===== config.mk =====
export PLATFORM = sky130hd
export DESIGN_NAME = axi_line_master
export DESIGN_NICKNAME = d
export VERILOG_FILES = /design/src/rtl/axi_pkg.sv /design/src/rtl/axi_line_buffer.sv /design/src/rtl/axi_line_master.sv
export SDC_FILE = /design/constraint.sdc
export NUM_CORES = 1
export LEC_CHECK = 0
export CELL_PAD_IN_SITES_DETAIL_PLACEMENT = 0
export CELL_PAD_IN_SITES_GLOBAL_PLACEMENT = 1
export CORE_AREA = 3 3 245 247
export DETAILED_ROUTE_END_ITERATION = 10
export DIE_AREA = 0 0 248 250
export GPL_TIMING_DRIVEN = 0
export PLACE_DENSITY_LB_ADDON = 0.1
export SLEW_MARGIN = 5
export SYNTH_ARGS = -nofsm -noshare
export SYNTH_HDL_FRONTEND = slang
export SYNTH_HIERARCHICAL = 1
export SYNTH_SLANG_ARGS = --single-unit

===== constraint.sdc =====
create_clock -name clock -period 2.7 [get_ports clock]
set_clock_uncertainty 0.2 [all_clocks]
set_input_delay 0.27 -clock clock [delete_from_list [all_inputs] [get_ports clock]]
set_output_delay 0.27 -clock clock [all_outputs]
set_load 0.005 [all_outputs]

===== src/rtl/axi_pkg.sv =====
// rtl/axi_pkg.sv - AXI encodings and line-master state type
package axi_pkg;

    localparam logic [2:0] AXI_SIZE_8B    = 3'b011;
    localparam logic [1:0] AXI_BURST_INCR = 2'b01;
    localparam logic [1:0] AXI_RESP_OKAY   = 2'b00;
    localparam logic [1:0] AXI_RESP_EXOKAY = 2'b01;
    localparam logic [1:0] AXI_RESP_SLVERR = 2'b10;
    localparam logic [1:0] AXI_RESP_DECERR = 2'b11;

    typedef enum logic [2:0] {
        ST_IDLE,
        ST_RADDR,
        ST_RDATA,
        ST_WADDR,
        ST_WDATA,
        ST_WRESP,
        ST_DONE
    } line_state_e;

endpackage


===== src/rtl/axi_line_buffer.sv =====
// rtl/axi_line_buffer.sv - cache line register file, beat-indexed write, whole-line load, flat read
module axi_line_buffer #(
    parameter int DATA_W     = 64,
    parameter int LINE_BEATS = 2,
    parameter int IDX_W      = 1
) (
    input  logic                         clock,
    input  logic                         reset,
    input  logic                         load,
    input  logic [DATA_W*LINE_BEATS-1:0] load_line,
    input  logic                         wr_en,
    input  logic [IDX_W-1:0]             wr_idx,
    input  logic [DATA_W-1:0]            wr_data,
    output logic [DATA_W*LINE_BEATS-1:0] line
);

    logic [DATA_W*LINE_BEATS-1:0] line_q;

    // A whole-line load takes priority; the FSM never asserts both together.
    always_ff @(posedge clock) begin
        if (!reset) begin
            line_q <= '0;
        end else if (load) begin
            line_q <= load_line;
        end else if (wr_en) begin
            for (int i = 0; i < LINE_BEATS; i++) begin
                if (wr_idx == IDX_W'(i)) begin
                    line_q[i*DATA_W +: DATA_W] <= wr_data;
                end
            end
        end
    end

    assign line = line_q;

endmodule


===== src/rtl/axi_line_master.sv =====
// rtl/axi_line_master.sv - turns one cache line refill/writeback into a single AXI4 INCR burst
module axi_line_master
    import axi_pkg::*;
#(
    parameter int ADDR_W     = 64,
    parameter int DATA_W     = 64,
    parameter int LINE_BEATS = 2
) (
    input  logic                         clock,
    input  logic                         reset,
    input  logic                         io_req_valid,
    output logic                         io_req_ready,
    input  logic                         io_req_write,
    input  logic [ADDR_W-1:0]            io_req_addr,
    input  logic [DATA_W*LINE_BEATS-1:0] io_req_wline,
    output logic                         io_resp_valid,
    input  logic                         io_resp_ready,
    output logic [DATA_W*LINE_BEATS-1:0] io_resp_rline,
    output logic                         io_resp_err,
    output logic                         io_ar_valid,
    input  logic                         io_ar_ready,
    output logic [ADDR_W-1:0]            io_ar_addr,
    output logic [7:0]                   io_ar_len,
    output logic [2:0]                   io_ar_size,
    output logic [1:0]                   io_ar_burst,
    input  logic                         io_r_valid,
    output logic                         io_r_ready,
    input  logic [DATA_W-1:0]            io_r_data,
    input  logic [1:0]                   io_r_resp,
    input  logic                         io_r_last,
    output logic                         io_aw_valid,
    input  logic                         io_aw_ready,
    output logic [ADDR_W-1:0]            io_aw_addr,
    output logic [7:0]                   io_aw_len,
    output logic [2:0]                   io_aw_size,
    output logic [1:0]                   io_aw_burst,
    output logic                         io_w_valid,
    input  logic                         io_w_ready,
    output logic [DATA_W-1:0]            io_w_data,
    output logic [7:0]                   io_w_strb,
    output logic                         io_w_last,
    input  logic                         io_b_valid,
    output logic                         io_b_ready,
    input  logic [1:0]                   io_b_resp
);

    localparam int IDX_W = $clog2(LINE_BEATS);
    localparam int CNT_W = IDX_W + 1;
    localparam int OFF_W = $clog2(LINE_BEATS * 8);
    localparam logic [CNT_W-1:0]  LAST_CNT   = CNT_W'(LINE_BEATS - 1);
    localparam logic [ADDR_W-1:0] ALIGN_MASK = ~((ADDR_W'(1) << OFF_W) - ADDR_W'(1));

    line_state_e         state;
    logic [CNT_W-1:0]    cnt;
    logic                err;
    logic [ADDR_W-1:0]   addr_q;
    logic [DATA_W*LINE_BEATS-1:0] line;
    logic [DATA_W-1:0]   w_beat;
    logic                last_beat;

    assign last_beat = (cnt == LAST_CNT);

    axi_line_buffer #(
        .DATA_W     (DATA_W),
        .LINE_BEATS (LINE_BEATS),
        .IDX_W      (IDX_W)
    ) u_buf (
        .clock     (clock),
        .reset     (reset),
        .load      (state == ST_IDLE && io_req_valid),
        .load_line (io_req_wline),
        .wr_en     (state == ST_RDATA && io_r_valid),
        .wr_idx    (cnt[IDX_W-1:0]),
        .wr_data   (io_r_data),
        .line      (line)
    );

    always_comb begin
        w_beat = '0;
        for (int i = 0; i < LINE_BEATS; i++) begin
            if (cnt[IDX_W-1:0] == IDX_W'(i)) begin
                w_beat = line[i*DATA_W +: DATA_W];
            end
        end
    end

    always_ff @(posedge clock) begin
        if (!reset) begin
            state  <= ST_IDLE;
            cnt    <= '0;
            err    <= 1'b0;
            addr_q <= '0;
        end else begin
            case (state)
                ST_IDLE: if (io_req_valid) begin
                    addr_q <= io_req_addr & ALIGN_MASK;
                    cnt    <= '0;
                    err    <= 1'b0;
                    state  <= io_req_write ? ST_WADDR : ST_RADDR;
                end
                ST_RADDR: if (io_ar_ready) state <= ST_RDATA;
                // A misplaced r_last is flagged but the full line is still collected.
                ST_RDATA: if (io_r_valid) begin
                    if (io_r_resp != AXI_RESP_OKAY || io_r_last != last_beat) err <= 1'b1;
                    cnt <= cnt + CNT_W'(1);
                    if (last_beat) state <= ST_DONE;
                end
                ST_WADDR: if (io_aw_ready) state <= ST_WDATA;
                ST_WDATA: if (io_w_ready) begin
                    cnt <= cnt + CNT_W'(1);
                    if (last_beat) state <= ST_WRESP;
                end
                ST_WRESP: if (io_b_valid) begin
                    if (io_b_resp != AXI_RESP_OKAY) err <= 1'b1;
                    state <= ST_DONE;
                end
                ST_DONE: if (io_resp_ready) begin
                    err   <= 1'b0;
                    cnt   <= '0;
                    state <= ST_IDLE;
                end
                default: state <= ST_IDLE;
            endcase
        end
    end

    assign io_req_ready  = (state == ST_IDLE);
    assign io_resp_valid = (state == ST_DONE);
    assign io_resp_rline = line;
    assign io_resp_err   = err;

    assign io_ar_valid = (state == ST_RADDR);
    assign io_ar_addr  = addr_q;
    assign io_ar_len   = 8'(LINE_BEATS - 1);
    assign io_ar_size  = AXI_SIZE_8B;
    assign io_ar_burst = AXI_BURST_INCR;
    assign io_r_ready  = (state == ST_RDATA);

    assign io_aw_valid = (state == ST_WADDR);
    assign io_aw_addr  = addr_q;
    assign io_aw_len   = 8'(LINE_BEATS - 1);
    assign io_aw_size  = AXI_SIZE_8B;
    assign io_aw_burst = AXI_BURST_INCR;
    assign io_w_valid  = (state == ST_WDATA);
    assign io_w_data   = w_beat;
    assign io_w_strb   = 8'hFF;
    assign io_w_last   = last_beat;
    assign io_b_ready  = (state == ST_WRESP);

endmodule

==> flow_metrics.tcl <==
set metrics [dict create \
    holdWs_ps 130.3 \
    yosys.cell_count.top_type "sky130_fd_sc_hd__dfxtp_1" \
    synth_edf_count 0 \
    setup_total_negative_slack_ps 0 \
    cts.sinks 194 \
    clock_tree.buffer_depth 2 \
    holdBufCountCts 0 \
    worstReg2RegStart "state[0]" \
    chipHeight_um 250 \
    synth_top_area_share_pct 40.53 \
    yosysUniqueCellTypes 43 \
    dp.final_hpwl_um 44300 \
    syn-instance-count 1070 \
    die_w_um 248 \
    start_util_pct 16.58 \
    filler_cell_count 6210 \
    setup_slack_of_the_worst_register_to_register_path_ps 230 \
    tightest_slew_ps 651.5 \
    p_per_area_nw_per_um2 896.9 \
    port_buffers 587 \
    routabilityCongestion 0.7643 \
    layout-drive-gt1-share_pct 15.03 \
    pre_cts_ws_ps -713.9 \
    tritoncts "built" \
    max_slew_margin_pct 56.57 \
    setup_crit_start_kind "flop" \
    worst-setup-path-type "flop to primary output" \
    worst_r2r_path_depth 9 \
    antenna_found_initial 19 \
    grt_overflow 0 \
    finalHoldViolations 0 \
    timing.critical_path.from "cnt[0]" \
    report.final.slew_viol_count 0 \
    drt_pass1_iterations 4 \
    number_of_max_capacitance_violations_reported 0 \
    synth_warn 6 \
    crit_path_end_kind "primary output" \
    placement_rows 88 \
    synth-seq-cells 194 \
    total_leakage_power_nw 6.278 \
    design.die.area_sq_um 62000 \
    cell_area_after_placement_sq_um 16560 \
    critPathCapture "io_w_data[23]" \
    ys_seq_area_share_pct 40.53 \
    rsz_0062_raised_after_global_routing "true" \
    endpoint_of_the_most_critical_register_to_register_path "u_buf/line[83]" \
    drtIter0Drc 309 \
    synth_ff_type "sky130_fd_sc_hd__dfxtp_1" \
    synth_top_cells_by_count "sky130_fd_sc_hd__dfxtp_1 (194), sky130_fd_sc_hd__a21oi_1 (189), sky130_fd_sc_hd__mux2i_1 (132), sky130_fd_sc_hd__o21ai_0 (127), sky130_fd_sc_hd__nand2_1 (126)" \
    viasPerCell 4.009 \
    route.vias.total 10020 \
    route.antenna.remaining_nets 0 \
    synth_area_leader_cell "sky130_fd_sc_hd__dfxtp_1" \
    fmax_mhz 384.8 \
    synth.cell_area_sq_um 9582 \
    clk_transition_reported_paths_ps 70 \
    path_cells "clkbuf_16, buf_8, mux2_2, clkdlybuf4s50_1" \
    post-route-min-period_ps 2599 \
    grt_pass1_wl_um 76070 \
    crit_slowest_cell "sky130_fd_sc_hd__clkdlybuf4s50_1" \
    detail_route.wl_per_cell_um 21.78 \
    layout_setup_ws_ps 101.0 \
    ys_top_cells_by_area "sky130_fd_sc_hd__dfxtp_1 (41%), sky130_fd_sc_hd__mux2i_1 (14%), sky130_fd_sc_hd__a21oi_1 (9.9%)" \
    critical_path_required_ps 2230 \
    peakVddDrop_uv 507.4 \
    crit_arrival_ps 2130 \
    hold_path.class "primary input to flop" \
    synth_area_per_cell_sq_um 8.955 \
    grt_start_max_net_pins 18 \
    async_flop_share_pct 0 \
    run_status "completed" \
    drcViolationCount 0 \
    crit_path_max_fanout 10 \
    areaGrowthSynthToFinish_pct 80.29 \
    root_cell_of_the_clock_tree "sky130_fd_sc_hd__clkbuf_16" \
    grt_usage_pct 17.25 \
    layout.cell_area.non_filler_sq_um 17280 \
    io_pins 634 \
    nets 1989 \
    cts.htree.levels 4 \
    setup_viol 0 \
    critical_path.max_stage_delay_ps 510 \
    core_sq_um 57810 \
    finalCritPeriodShare_pct 96.26 \
    detailed_route_wl_um 54460 \
    cts_buffers 17 \
    insertion_delay_ps 480 \
    vias_in_the_first_global_route 10190 \
]
==> timing repair <==
| item | 4_1_cts | 5_1_grt |
|---|---|---|
| endpoints found under the setup margin | 192 | 60 |
| pin swaps | 1 | 1 |
| cloned | 0 | 0 |
| buffers inserted | 2 | 0 |
| resized for setup | 32 | 13 |
==> worst max-delay path, delay by kind of cell, from the launching register on <==
kind	cells	cell delay, ps
flops	1	420
buf+inv	3	870
mux	1	340
==> cell families after synthesis <==
group / share of synthesized area [%]
xor gates and xnor gates: 0.1828
adders and majority gates: 0.1306
buffers and inverters: 13.33
other: 0.07838
AOI/OAI and AO/OA: 17.38
DFF: 40.53
muxes: 21.66
and+or+nand+nor: 6.699
==> routing by layer <==
| metal | GRT usage, % | vias up | wire length [um] |
|---|---|---|---|
| li1 | - | 4884 | - |
| met1 | 18.42 | 4678 | 20430 |
| met4 | 4.269 | 26 | 604 |
| met2 | 30.50 | 378 | 27700 |
| met3 | 8.112 | 57 | 5544 |
| met5 | 0 | - | 184 |
==> metrics by stage <==
stage          total power, mW  cells  util (%)
2_1_floorplan            7.767   1110         -
3_3_place_gp             12.91   2462     28.66
3_5_place_dp             12.89   2462     28.66
4_1_cts                  15.87   2495     29.85
5_1_grt                  16.57   2496     29.87
6_report                 15.49   2500     29.89
==> registers in the layout, indices dropped and copies added, names as in the netlist <==
signal	cells
cnt	2
state	3
io_ar_addr	60
io_resp_err	1
u_buf/line	128
==> worst min-delay path by stage <==
| stage | startpoint | to | slack (ps) | depth (start not counted) |
|---|---|---|---|---|
| after floorplan | reset | state[1] | 190 | 1 |
| after global placement | io_ar_addr[4] | io_ar_addr[4] | 260 | 2 |
| after detailed placement | io_ar_addr[6] | io_ar_addr[6] | 270 | 2 |
| after CTS | io_req_addr[58] | io_ar_addr[58] | 70 | 3 |
| after global routing | io_req_addr[19] | io_ar_addr[19] | 100 | 3 |
| final | io_req_addr[58] | io_ar_addr[58] | 130 | 3 |
==> final cells by class <==
type	count	area [sq um]	share of cell area (%)
Inverter	5	23.77	0.1376
Timing Repair Buffer	589	5891	34.10
Clock buffer	18	439.2	2.542
Antenna cell	5	12.51	0.07243
Sequential cell	194	3887	22.50
Tap cell	765	957.2	5.541
Buffer	186	1341	7.764
Clock inverter	14	152.6	0.8836
Multi-Input combinational cell	724	4571	26.46
==> where the power goes <==
| part | leakage, nW | switching, mW | internal, mW |
|---|---|---|---|
| Combinational | 4.39 | 3.56 | 4.63 |
| Sequential | 1.60 | 0.838 | 3.76 |
| Clock | 0.285 | 1.31 | 1.40 |
| Total | 6.28 | 5.71 | 9.79 |
==> cells in the final DEF, fill, tap and decap left out, drive strengths merged, types with 2 or more instances in the layout <==
cell type,netlist,final
clkdlybuf4s50,0,584
dfxtp,194,194
a21oi,189,189
buf,139,140
mux2i,132,132
o21ai,130,130
nand2,126,126
clkbuf,48,66
mux2,65,65
conb,2,42
nor2,9,9
inv,4,8
clkinv,1,6
diode,0,5
clkinvlp,0,3
nand2b,2,2
nor3,2,2
and3b,2,2
nand3,2,2
o21a,2,2
xnor2,2,2
bufinv,0,2
dlygate4sd2,0,2
and2,2,2
(Power assumes the default switching activity.)
